$ cat config.mk
export PLATFORM = sky130hd
export DESIGN_NAME = mc_ctrl
export DESIGN_NICKNAME = d
export VERILOG_FILES = /design/src/rtl/mc_ctrl_pkg.sv /design/src/rtl/mc_ctrl_aludec.sv /design/src/rtl/mc_ctrl.sv
export SDC_FILE = /design/constraint.sdc
export NUM_CORES = 1
export LEC_CHECK = 0
export ABC_AREA = 1
export BUFFER_PORTS_ARGS = -buffer_cell sky130_fd_sc_hd__buf_2
export CAP_MARGIN = 20
export CORE_MARGIN = 5
export CORE_UTILIZATION = 40
export CTS_CLUSTER_DIAMETER = 200
export DETAILED_ROUTE_END_ITERATION = 8
export PLACE_DENSITY = 0.73
export SETUP_SLACK_MARGIN = 0.02
export SKIP_LAST_GASP = 1
export SLEW_MARGIN = 30
export SYNTH_ARGS = -nofsm -noshare
export SYNTH_HDL_FRONTEND = slang
export SYNTH_SLANG_ARGS = --single-unit
$ cat constraint.sdc
create_clock -name clk -period 3.1 [get_ports clk]
set_input_delay 0.62 -clock clk [delete_from_list [all_inputs] [get_ports clk]]
set_output_delay 0.62 -clock clk [all_outputs]
set_load 0.05 [all_outputs]
$ cat src/rtl/mc_ctrl_pkg.sv
// rtl/mc_ctrl_pkg.sv - state codes, opcode/funct constants and control-field codes for mc_ctrl
package mc_ctrl_pkg;

  typedef enum logic [3:0] {
    S_IDLE   = 4'd0,
    S_FETCH  = 4'd1,
    S_DECODE = 4'd2,
    S_MEMADR = 4'd3,
    S_MEMRD  = 4'd4,
    S_MEMWB  = 4'd5,
    S_MEMWR  = 4'd6,
    S_RTEXE  = 4'd7,
    S_RTWB   = 4'd8,
    S_BRANCH = 4'd9,
    S_ITEXE  = 4'd10,
    S_ITWB   = 4'd11,
    S_JUMP   = 4'd12
  } state_t;

  // Which ALUOp source a state wants: fixed add/sub, funct field, or immediate opcode
  typedef enum logic [1:0] {
    AC_ADD   = 2'd0,
    AC_SUB   = 2'd1,
    AC_FUNCT = 2'd2,
    AC_IMM   = 2'd3
  } alu_class_t;

  localparam logic [5:0] OP_RTYPE = 6'b000000;
  localparam logic [5:0] OP_J     = 6'b000010;
  localparam logic [5:0] OP_BEQ   = 6'b000100;
  localparam logic [5:0] OP_BNE   = 6'b000101;
  localparam logic [5:0] OP_ADDI  = 6'b001000;
  localparam logic [5:0] OP_ORI   = 6'b001101;
  localparam logic [5:0] OP_LW    = 6'b100011;
  localparam logic [5:0] OP_SW    = 6'b101011;

  localparam logic [5:0] F_ADD  = 6'b100000;
  localparam logic [5:0] F_ADDU = 6'b100001;
  localparam logic [5:0] F_SUB  = 6'b100010;
  localparam logic [5:0] F_SUBU = 6'b100011;
  localparam logic [5:0] F_OR   = 6'b100101;

  localparam logic [1:0] ALUOP_ADD = 2'b00;
  localparam logic [1:0] ALUOP_SUB = 2'b01;
  localparam logic [1:0] ALUOP_OR  = 2'b10;

  localparam logic [1:0] SRCB_RT   = 2'b00;
  localparam logic [1:0] SRCB_FOUR = 2'b01;
  localparam logic [1:0] SRCB_SIMM = 2'b10;
  localparam logic [1:0] SRCB_ZIMM = 2'b11;

  localparam logic [1:0] PCS_ALU    = 2'b00;
  localparam logic [1:0] PCS_ALUOUT = 2'b01;
  localparam logic [1:0] PCS_JUMP   = 2'b10;

endpackage

$ cat src/rtl/mc_ctrl_aludec.sv
// rtl/mc_ctrl_aludec.sv - combinational ALUOp decode from state class, opcode and funct
module mc_aludec
  import mc_ctrl_pkg::*;
(
  input  alu_class_t  cls,
  input  logic [5:0]  op,
  input  logic [5:0]  funct,
  output logic [1:0]  aluop,
  output logic        funct_bad
);

  always_comb begin
    aluop     = ALUOP_ADD;
    funct_bad = 1'b0;
    case (cls)
      AC_SUB: aluop = ALUOP_SUB;
      AC_IMM: aluop = (op == OP_ORI) ? ALUOP_OR : ALUOP_ADD;
      AC_FUNCT: begin
        case (funct)
          F_ADD, F_ADDU: aluop = ALUOP_ADD;
          F_SUB, F_SUBU: aluop = ALUOP_SUB;
          F_OR:          aluop = ALUOP_OR;
          default:       funct_bad = 1'b1;
        endcase
      end
      default: aluop = ALUOP_ADD;
    endcase
  end

endmodule

$ cat src/rtl/mc_ctrl.sv
// rtl/mc_ctrl.sv - multicycle MIPS main controller; MC_CTRL_BNE_EN adds bne through BRANCH
module mc_ctrl
  import mc_ctrl_pkg::*;
#(
  parameter int RESET_PC_HOLD = 1
) (
  input  logic       clk,
  input  logic       rstn,
  input  logic [5:0] Op,
  input  logic [5:0] Funct,
  input  logic       Zero,
  output logic       PCWrite,
  output logic       IRWrite,
  output logic       MemWrite,
  output logic       RegWrite,
  output logic       IorD,
  output logic       RegDst,
  output logic       MemtoReg,
  output logic       ALUSrcA,
  output logic [1:0] ALUSrcB,
  output logic [1:0] PCSource,
  output logic [1:0] ALUOp,
  output logic       Illegal,
  output logic [3:0] State
);

  localparam logic [3:0] HOLD_LAST = 4'(RESET_PC_HOLD - 1);

  state_t     state_q, state_d;
  logic [3:0] idle_cnt;
  alu_class_t alu_cls;
  logic       funct_bad;
  logic       bne_q;

  always_ff @(posedge clk or negedge rstn) begin
    if (!rstn) begin
      state_q  <= S_IDLE;
      idle_cnt <= 4'd0;
    end else begin
      state_q  <= state_d;
      idle_cnt <= (state_q == S_IDLE) ? idle_cnt + 4'd1 : 4'd0;
    end
  end

`ifdef MC_CTRL_BNE_EN
  // BRANCH only needs to know beq vs bne; Op is still stable but the flag keeps BRANCH opcode-free
  always_ff @(posedge clk or negedge rstn) begin
    if (!rstn)
      bne_q <= 1'b0;
    else if (state_q == S_DECODE)
      bne_q <= (Op == OP_BNE);
  end
`else
  assign bne_q = 1'b0;
`endif

  mc_aludec u_aludec (
    .cls       (alu_cls),
    .op        (Op),
    .funct     (Funct),
    .aluop     (ALUOp),
    .funct_bad (funct_bad)
  );

  assign State = state_q;

  always_comb begin
    state_d  = S_FETCH;
    alu_cls  = AC_ADD;
    PCWrite  = 1'b0;
    IRWrite  = 1'b0;
    MemWrite = 1'b0;
    RegWrite = 1'b0;
    IorD     = 1'b0;
    RegDst   = 1'b0;
    MemtoReg = 1'b0;
    ALUSrcA  = 1'b0;
    ALUSrcB  = SRCB_RT;
    PCSource = PCS_ALU;
    Illegal  = 1'b0;
    case (state_q)
      S_IDLE:   state_d = (idle_cnt >= HOLD_LAST) ? S_FETCH : S_IDLE;
      S_FETCH: begin
        IRWrite = 1'b1;
        PCWrite = 1'b1;
        ALUSrcB = SRCB_FOUR;
        state_d = S_DECODE;
      end
      S_DECODE: begin
        ALUSrcB = SRCB_SIMM;
        case (Op)
          OP_LW, OP_SW:     state_d = S_MEMADR;
          OP_RTYPE:         state_d = S_RTEXE;
          OP_BEQ:           state_d = S_BRANCH;
`ifdef MC_CTRL_BNE_EN
          OP_BNE:           state_d = S_BRANCH;
`endif
          OP_ADDI, OP_ORI:  state_d = S_ITEXE;
          OP_J:             state_d = S_JUMP;
          default: begin
            Illegal = 1'b1;
            state_d = S_FETCH;
          end
        endcase
      end
      S_MEMADR: begin
        ALUSrcA = 1'b1;
        ALUSrcB = SRCB_SIMM;
        state_d = (Op == OP_SW) ? S_MEMWR : S_MEMRD;
      end
      S_MEMRD: begin
        IorD    = 1'b1;
        state_d = S_MEMWB;
      end
      S_MEMWB: begin
        MemtoReg = 1'b1;
        RegWrite = 1'b1;
      end
      S_MEMWR: begin
        IorD     = 1'b1;
        MemWrite = 1'b1;
      end
      S_RTEXE: begin
        ALUSrcA = 1'b1;
        alu_cls = AC_FUNCT;
        Illegal = funct_bad;
        state_d = funct_bad ? S_FETCH : S_RTWB;
      end
      S_RTWB: begin
        RegDst   = 1'b1;
        RegWrite = 1'b1;
      end
      S_BRANCH: begin
        ALUSrcA  = 1'b1;
        alu_cls  = AC_SUB;
        PCSource = PCS_ALUOUT;
        PCWrite  = Zero ^ bne_q;
      end
      S_ITEXE: begin
        ALUSrcA = 1'b1;
        ALUSrcB = (Op == OP_ORI) ? SRCB_ZIMM : SRCB_SIMM;
        alu_cls = AC_IMM;
        state_d = S_ITWB;
      end
      S_ITWB:   RegWrite = 1'b1;
      S_JUMP: begin
        PCSource = PCS_JUMP;
        PCWrite  = 1'b1;
      end
      default:  state_d = S_FETCH;
    endcase
  end

endmodule

==> out/results.tsv, run 1 <==
metric	value	unit
CP max-delay cell	dfrtp_1	
Post-synth top flop	dfrtp_1	
Worst R2R Setup Slack	1890	ps
top post-synthesis cells by area	dfrtp_1 18%, nor2_1 15%, nand2_1 14%	
Crit path max-delay family	simple AND/OR/NAND/NOR gates	
worst slew pin tran	271	ps
final wirelength	1600	microns
Mapped Area	569	sq um
antenna violations before repair	0	
max reg flops	4	
FMAX	450	MHz
Avg Inst Size Synth	5.37	sq um
CP Launch Type	flip-flop	
WP buf/inv	2	
Die X	47.7	microns
Row Count	13	
ys async rst share	100	%
Setup crit start	State[2]	
cell count after synthesis	106	
Hold WC Path Type	input port to asynchronous set/reset pin	
GPL Wtd Cong	0.798	
CP Class	flip-flop to output pin	
CTS resizes	0	
multi-input logic area	398	sq um
hold slack	180	ps
Final ANT Viol Nets	0	
largest net degree at the start of global routing	9	
count leader, synth	nor2_1	
routed length per placed instance	10.2	microns
CTS H-tree lvls	1	
vias per cell	4.83	
clk buf depth	2	
Sink Count	4	
vias	758	
Remaining DRCs	0	
Final Setup Violations	0	
clk slew on worst S/H paths	40	ps
Final Skew	7.99	ps
post-synth top area share	17.6	%
Initial Utilization	43.2	%
HPWL after detailed placement	1430	microns
vias in the first global route	685	
minimum clock period	2220	ps
sequential fraction of the synthesis area	17.6	%
WP data required	2480	ps
final worst slack	877	ps
outcome	completed	
DR iter-0 viols	17	
RSZ-0062 raised after global routing	false	
area delta synth->final	36.3	%
full die area	2280	sq um
Synth area leader	dfrtp_1	
Root Driver	clkbuf_4	
global route overflow	0	
relative slew slack	81.8	%
Tot Pwr	713	uW
setup TNS	0	ps
register area	100	sq um
Post-synth EDFFs	0	
Placeable Area	1320	sq um
max_cap viols	0	
crit-path max FO	5	
drt first pass iters	5	
Port-buffer cells	33	
Final Cycle Share	71.7	%
cts hold-fix bufs	0	
diodes inserted	0	
layout cells sized above 1	35.9	%
first-pass GRT wire length	2620	microns
Max VDD drop	0.279	mV
Hold Vio Cnt, Final	0	
Seq cells post-synth	4	
Final Net Count	159	
CTS buffer count	3	
critical path arrival	1600	ps
total global-route track usage	16.0	%
static leakage	0.000490	uW
Fillers	139	
Setup WS pre-CTS	883	ps
PD cells	919	nW/um^2
R2R Path Start	State[0]	
CP Cell Sequence	inv_2, nand2_1, nor2_2, nand4_1, o21ai_0, buf_2	
CTS tree	done	
max-slew violations	0	
Post-CTS Setup Inserts	0	
Clk Latency, worst-skew pair	240	ps
Ys Warns	0	
Die Ht	47.7	microns
post-synth cell types	17	
synth cell count leaders	23 x nor2_1, 21 x nand2_1, 16 x inv_1	
syn_nets	121	
crit end category	output pin	
max incr delay on CP	420	ps
Ports	34	
==> path summary, 6_finish.rpt <==
| kind | endpoint | cells after the start |
|---|---|---|
| worst max-delay path | ALUSrcB[0] | 6 |
| worst min-delay path | State[1] | 1 |
| worst max register to register | State[0] | 6 |
| worst min register to register | State[0] | 4 |
| max in group asynchronous | State[2] | 1 |
| min in group clk | State[1] | 3 |
==> layer usage <==
metal,GRT usage (%),up-vias,wire [microns]
met2,29.0,25,816
met3,1.13,0,143
li1,-,407,-
met1,18.6,326,637
met4,8.06,0,0
met5,0,-,0
==> where the power goes <==
group / switching [uW] / internal (uW)
logic: 416 / 133
registers: 28.1 / 71.2
clock network: 21.6 / 43.3
total: 465 / 247
==> worst register-to-register path, cell delays in order (launching register included) <==
cell and delay, ps:
dfrtp_1 430, inv_1 110, nand2_2 80, nor2_2 250
nor2_1 70, nand3_1 90, nand3_1 70
==> cell families (layout without fill, tap and decap cells) <==
family / after synthesis / in the layout / share of synthesized area (%)
buf+inv: 19 / 55 / 12.5
simple gates: 76 / 76 / 62.2
flops: 4 / 4 / 17.6
compound gates: 7 / 7 / 7.69
==> placed cells by master (no fill, tap or decap), types with 4 or more instances in the layout <==
master   synthesis  routed
buf_2            0      33
nor2_1          23      23
nand2_1         21      21
inv_1           16      16
nand3_1         12      12
nor2_2           6       6
nand2_2          5       5
nand4_1          5       5
dfrtp_1          4       4
==> cell type report <==
type                            instances  area share [%]
Multi-Input combinational cell         83            51.3
Timing Repair Buffer                   33            21.3
Clock buffer                            3            2.90
Sequential cell                         4            12.9
Inverter                               19            9.19
Tap cell                               15            2.42
==> stage by stage <==
stage                     utilization (%)  cells  area, sq um
after floorplan                         -    106          569
after global placement               57.2    154          753
after detailed placement             57.2    154          753
after CTS                            58.9    157          776
after global routing                 58.9    157          776
final                                58.9    157          776
Power figures use the tool's default switching activity.
==> run 2: changes to the inputs <==
Settings changed: CORE_UTILIZATION 40 to 38, PLACE_DENSITY 0.73 to 0.72.
Clock period 3.1 ns to 2 ns, I/O delays scaled along.
==> run 2 against run 1 <==
Net effect: flip-flop and latch count unchanged; cell count increased by 2.5%; core utilization increased by 2.4 points; non-clock buffer count increased by 3; largest power group unchanged; critical endpoint unchanged; first-iteration DRC count decreased by 71%; combinational power increased by 76%.
==> out/results.tsv, run 2 (synthesis results as in run 1) <==
metric	value	unit	change
outcome	completed		unchanged
max_cap viols	0		unchanged
global route overflow	0		unchanged
Hold WC Path Type	input port to flip-flop		was input port to asynchronous set/reset pin
Ports	34		unchanged
Sink Count	4		unchanged
Row Count	14		was 13
vias	763		was 758
clk slew on worst S/H paths	40	ps	about the same
vias per cell	4.74		was 4.83
hold slack	453	ps	was 180 ps
antenna violations before repair	0		unchanged
FMAX	519	MHz	
CTS tree	done		unchanged
crit-path max FO	5		unchanged
CTS H-tree lvls	1		unchanged
Final Net Count	162		was 159
static leakage	0.000529	uW	was 0.000490 uW
Clk Latency, worst-skew pair	230	ps	was 240 ps
diodes inserted	0		unchanged
CP Launch Type	flip-flop		unchanged
Die X	48.7	microns	was 47.7 microns
HPWL after detailed placement	1400	microns	was 1430 microns
area delta synth->final	58.5	%	was 36.3%
WP data required	1600	ps	was 2480 ps
RSZ-0062 raised after global routing	true		was false
PD cells	1370	nW/um^2	was 919 nW/um^2
relative slew slack	82.2	%	was 81.8%
# placed instances	156		was 154
setup TNS	0	ps	unchanged
critical path arrival	1530	ps	was 1600 ps
DR iter-0 viols	5		was 17
Final Cycle Share	96.3	%	
Placeable Area	1470	sq um	was 1320 sq um
Finished Cell Area	902	sq um	was 776 sq um
CP Class	flip-flop to output pin		unchanged
total global-route track usage	13.9	%	was 16.0%
drt first pass iters	3		was 5
crit end category	output pin		unchanged
Hold Vio Cnt, Final	0		unchanged
GPL Wtd Cong	0.786		was 0.798
max-slew violations	0		unchanged
Finished Core Util	61.3	%	was 58.9%
Root Driver	clkbuf_4		unchanged
Final Skew	0.193	ps	was 7.99 ps
first-pass GRT wire length	2750	microns	was 2620 microns
Initial Utilization	38.7	%	was 43.2%
vias in the first global route	693		was 685
full die area	2370	sq um	was 2280 sq um
largest net degree at the start of global routing	9		unchanged
Port-buffer cells	33		unchanged
Final ANT Viol Nets	0		unchanged
CTS buffer count	3		unchanged
Final Setup Violations	0		unchanged
minimum clock period	1930	ps	
final wirelength	1650	microns	was 1600 microns
Non-Filler Instances	161		was 157
routed length per placed instance	10.3	microns	was 10.2 microns
layout cells sized above 1	45.5	%	was 35.9%
Die Ht	48.7	microns	was 47.7 microns
worst slew pin tran	265	ps	was 271 ps
Remaining DRCs	0		unchanged
clk buf depth	2		unchanged
commonest non-fill, non-tap cell in the layout	buf_2		unchanged
Max VDD drop	0.575	mV	was 0.279 mV
most frequent cells in the layout	29 x buf_2, 20 x nor2_1, 20 x nand2_1		was 33 x buf_2, 23 x nor2_1, 21 x nand2_1
DP Area	820	sq um	was 753 sq um
max reg flops	4		unchanged
[run 2: per-layer routing]
metal | global-route usage, % | up-vias | wire length, microns
met3 | 2.45 | 2 | 120
met5 | 0 | - | 0
met2 | 23.7 | 24 | 857
li1 | - | 415 | -
met4 | 6.73 | 0 | 12
met1 | 16.6 | 322 | 664
[run 2: final cells by class]
| type | instances | area, sq um |
|---|---|---|
| Sequential cell | 4 | 105 |
| Tap cell | 16 | 20.0 |
| Clock buffer | 3 | 22.5 |
| Multi-Input combinational cell | 83 | 458 |
| Fill cell | 144 | 569 |
| Inverter | 19 | 76.3 |
| Timing Repair Buffer | 36 | 220 |
[run 2: timing repair]
action | 4_1_cts | 5_1_grt
hold endpoints to repair | 4 | 0
endpoints found under the setup margin | 2 | 6
setup buffers | 0 | 1
gates cloned | 0 | 0
gates resized for setup | 2 | 9
pin swaps | 0 | 1
hold buffers | 1 | 0
[run 2: power by group]
part           internal [uW]  switching, uW  total (uW)
registers                116           53.8         170
clock network           67.0           31.6        98.7
logic                    268            695         963
total                    451            781        1230
[run 2: through the flow]
stage	setup WS [ps]	total power (uW)
CTS	33.3	1210
global placement	246	1090
detailed placement	219	1090
floorplan	5.40	903
finish	74.6	1230
global route	-17.8	1310
[run 2: path summary, 6_finish.rpt]
check / start / endpoint / slack (ps) / depth (start not counted)
setup / recovery: State[2] / ALUSrcB[0] / 70 / 6
hold / removal: Op[3] / State[1] / 450 / 3
setup reg to reg: State[2] / State[0] / 740 / 7
hold reg to reg: State[2] / State[0] / 770 / 4
max in group asynchronous: rstn / State[2] / 1370 / 2
min in group asynchronous: rstn / State[0] / 500 / 2
[run 2: worst max-delay path, cell delays in order (launching register included)]
cell,delay (ps)
dfrtp_2,450
inv_4,100
nand2_4,90
nor2_4,160
nand4_1,140
o21ai_1,150
buf_6,180
==> run 3: changes to the inputs <==
Settings changed: ABC_AREA 1 to unset, PLACE_DENSITY 0.72 to 0.71.
==> run 3 against run 2 <==
Net effect: wire length grew 13%; hold slack improved by 47 ps; die area up 5.1%; combinational power up 12%; design area is 3.7% higher; highest routed layer unchanged; clock skew is 7.7 ps higher; critical path depth unchanged; sequential power fell by 16%; area after synthesis rose by 6.4%; largest cell class unchanged; fmax down 1.0%.
==> out/results.tsv, run 3 <==
metric	value	unit	change
Non-Filler Instances	144		was 161
Final Setup Violations	0		unchanged
Max VDD drop	0.863	mV	was 0.575 mV
antenna violations before repair	0		unchanged
area delta synth->final	54.5	%	was 58.5%
CTS buffer count	3		unchanged
Worst R2R Setup Slack	640	ps	was 740 ps
relative slew slack	73.4	%	was 82.2%
Net Sw Power	811	uW	was 781 uW
switching share of power	61.1	%	was 63.4%
drt first pass iters	4		was 3
clk slew on worst S/H paths	40	ps	about the same
Root Driver	clkbuf_4		unchanged
WP data required	1600	ps	about the same
sequential power share	10.8	%	was 13.8%
Die Ht	49.9	microns	was 48.7 microns
max_cap viols	0		unchanged
Row Count	14		unchanged
clock share of power	8.0	%	about the same
r2r endpoint	State[0]		unchanged
top post-synthesis cells by area	dfrtp_1 17%, nor2_1 11%, nand2b_1 9.3%		was dfrtp_1 18%, nor2_1 15%, nand2_1 14%
Ys Warns	0		unchanged
hold slack	499	ps	was 453 ps
vias in the first global route	731		was 693
routed length per placed instance	13.0	microns	was 10.3 microns
Placeable Area	1510	sq um	was 1470 sq um
Hold Vio Cnt, Final	0		unchanged
CP Launch Type	input port		was flip-flop
Die X	49.9	microns	was 48.7 microns
global route overflow	0		unchanged
Sink Count	4		unchanged
post-synth top area share	16.5	%	was 17.6%
GPL Wtd Cong	0.805		was 0.786
crit-path max FO	2		was 5
Setup crit start	Funct[3]		was State[2]
Initial Utilization	40.2	%	was 38.7%
critical path arrival	1550	ps	was 1530 ps
Post-synth top flop	dfrtp_1		unchanged
HPWL after detailed placement	1480	microns	was 1400 microns
layout cells sized above 1	52.3	%	was 45.5%
final wirelength	1870	microns	was 1650 microns
sequential fraction of the synthesis area	16.5	%	was 17.6%
largest net degree at the start of global routing	18		was 9
Mapped Area	606	sq um	was 569 sq um
max-slew violations	0		unchanged
FMAX	514	MHz	was 519 MHz
CTS H-tree lvls	1		unchanged
cell count after synthesis	90		was 106
# placed instances	140		was 156
Seq cells post-synth	4		unchanged
syn_nets	105		was 121
Post-synth EDFFs	0		unchanged
Final Net Count	145		was 162
total global-route track usage	15.6	%	was 13.9%
Reg2Reg Depth	4		was 7
Final ANT Viol Nets	0		unchanged
Ports	34		unchanged
full die area	2490	sq um	was 2370 sq um
CP Class	input port to output pin		was flip-flop to output pin
static leakage	0.000432	uW	was 0.000529 uW
RSZ-0062 raised after global routing	true		unchanged
Clk Latency, worst-skew pair	250	ps	was 230 ps
Final Skew	7.88	ps	was 0.193 ps
post-synth cell types	31		was 17
Final Cycle Share	97.3	%	was 96.3%
combinational power share	81.2	%	was 78.2%
Int Power	517	uW	was 451 uW
first-pass GRT wire length	3110	microns	was 2750 microns
diodes inserted	0		unchanged
Hold WC Path Type	input port to asynchronous set/reset pin		was input port to flip-flop
CTS tree	done		unchanged
R2R Path Start	State[2]		unchanged
outcome	completed		unchanged
commonest non-fill, non-tap cell in the layout	buf_2		unchanged
clk buf depth	2		unchanged
CP endpoint	Illegal		was ALUSrcB[0]
vias	766		was 763
Port-buffer cells	33		unchanged
vias per cell	5.32		was 4.74
synth cell count leaders	18 x nor2_1, 9 x nand2b_1, 7 x a21oi_1, 7 x nor3_1, 6 x nand2_1		was 23 x nor2_1, 21 x nand2_1, 16 x inv_1
max reg flops	4		unchanged
Remaining DRCs	0		unchanged
most frequent cells in the layout	28 x buf_2, 13 x nor2_1, 10 x buf_4		was 29 x buf_2, 20 x nor2_1, 20 x nand2_1
count leader, synth	nor2_1		unchanged
DR iter-0 viols	17		was 5
crit end category	output pin		unchanged
PD cells	1420	nW/um^2	was 1370 nW/um^2
worst slew pin tran	389	ps	was 265 ps
ys async rst share	100	%	unchanged
Avg Inst Size Synth	6.73	sq um	was 5.37 sq um
Synth area leader	dfrtp_1		unchanged
minimum clock period	1950	ps	was 1930 ps
[run 3: per-layer routing]
metal  global-route usage [%]  share of wire [%]
met2                     26.5                 50
met1                     17.9                 42
met5                        0                  0
met4                     8.30               0.91
met3                     3.31                7.2
[run 3: repair_timing]
item | 4_1_cts | 5_1_grt
hold buffers | 1 | 0
setup buffers | 0 | 0
resized for setup | 3 | 6
endpoints found under the setup margin | 3 | 6
endpoints found under the hold margin | 4 | 0
[run 3: worst max-delay path, cell delays in order]
cell	delay, ps
buf_2	100
or3b_4	390
a21oi_2	140
o2bb2ai_1	80
a32o_2	250
buf_4	180
[run 3: worst min path at each step]
stage          from       end
2_1_floorplan  rstn  State[0]
3_3_place_gp   rstn  State[1]
3_5_place_dp   rstn  State[1]
4_1_cts        rstn  State[3]
5_1_grt        rstn  State[3]
6_report       rstn  State[3]
[run 3: metrics by stage]
stage	utilization, %	instance area (sq um)	setup WS [ps]	power (uW)	TNS [ps]
finish	62.1	936	55.0	1330	0
detailed placement	58.4	880	-15.3	1200	-15.3
floorplan	-	676	-157	965	-455
global placement	58.4	880	26.5	1190	0
CTS	61.0	920	28.9	1310	0
global route	62.1	936	-0.741	1420	-0.741
[run 3: final cells by class]
type | count | area (sq um)
Timing Repair Buffer | 43 | 263
Fill cell | 146 | 571
Inverter | 3 | 11.3
Multi-Input combinational cell | 75 | 515
Clock buffer | 3 | 22.5
Sequential cell | 4 | 104
Tap cell | 16 | 20.0
[run 3: logic make-up after synthesis]
logic type / share of synthesized area, %
mux: 1.86
xor+xnor: 2.89
simple gates: 38.6
fa+ha+maj: 1.65
buf+inv: 9.92
compound gates: 28.5
flops: 16.5
[run 3: power groups by stage]
stage          clock [uW]  sequential (uW)  combinational (uW)
4_1_cts               108              141                1060
3_5_place_dp            0              141                1050
6_report              106              143                1080
3_3_place_gp            0              140                1050
2_1_floorplan           0              227                 739
5_1_grt               113              148                1160
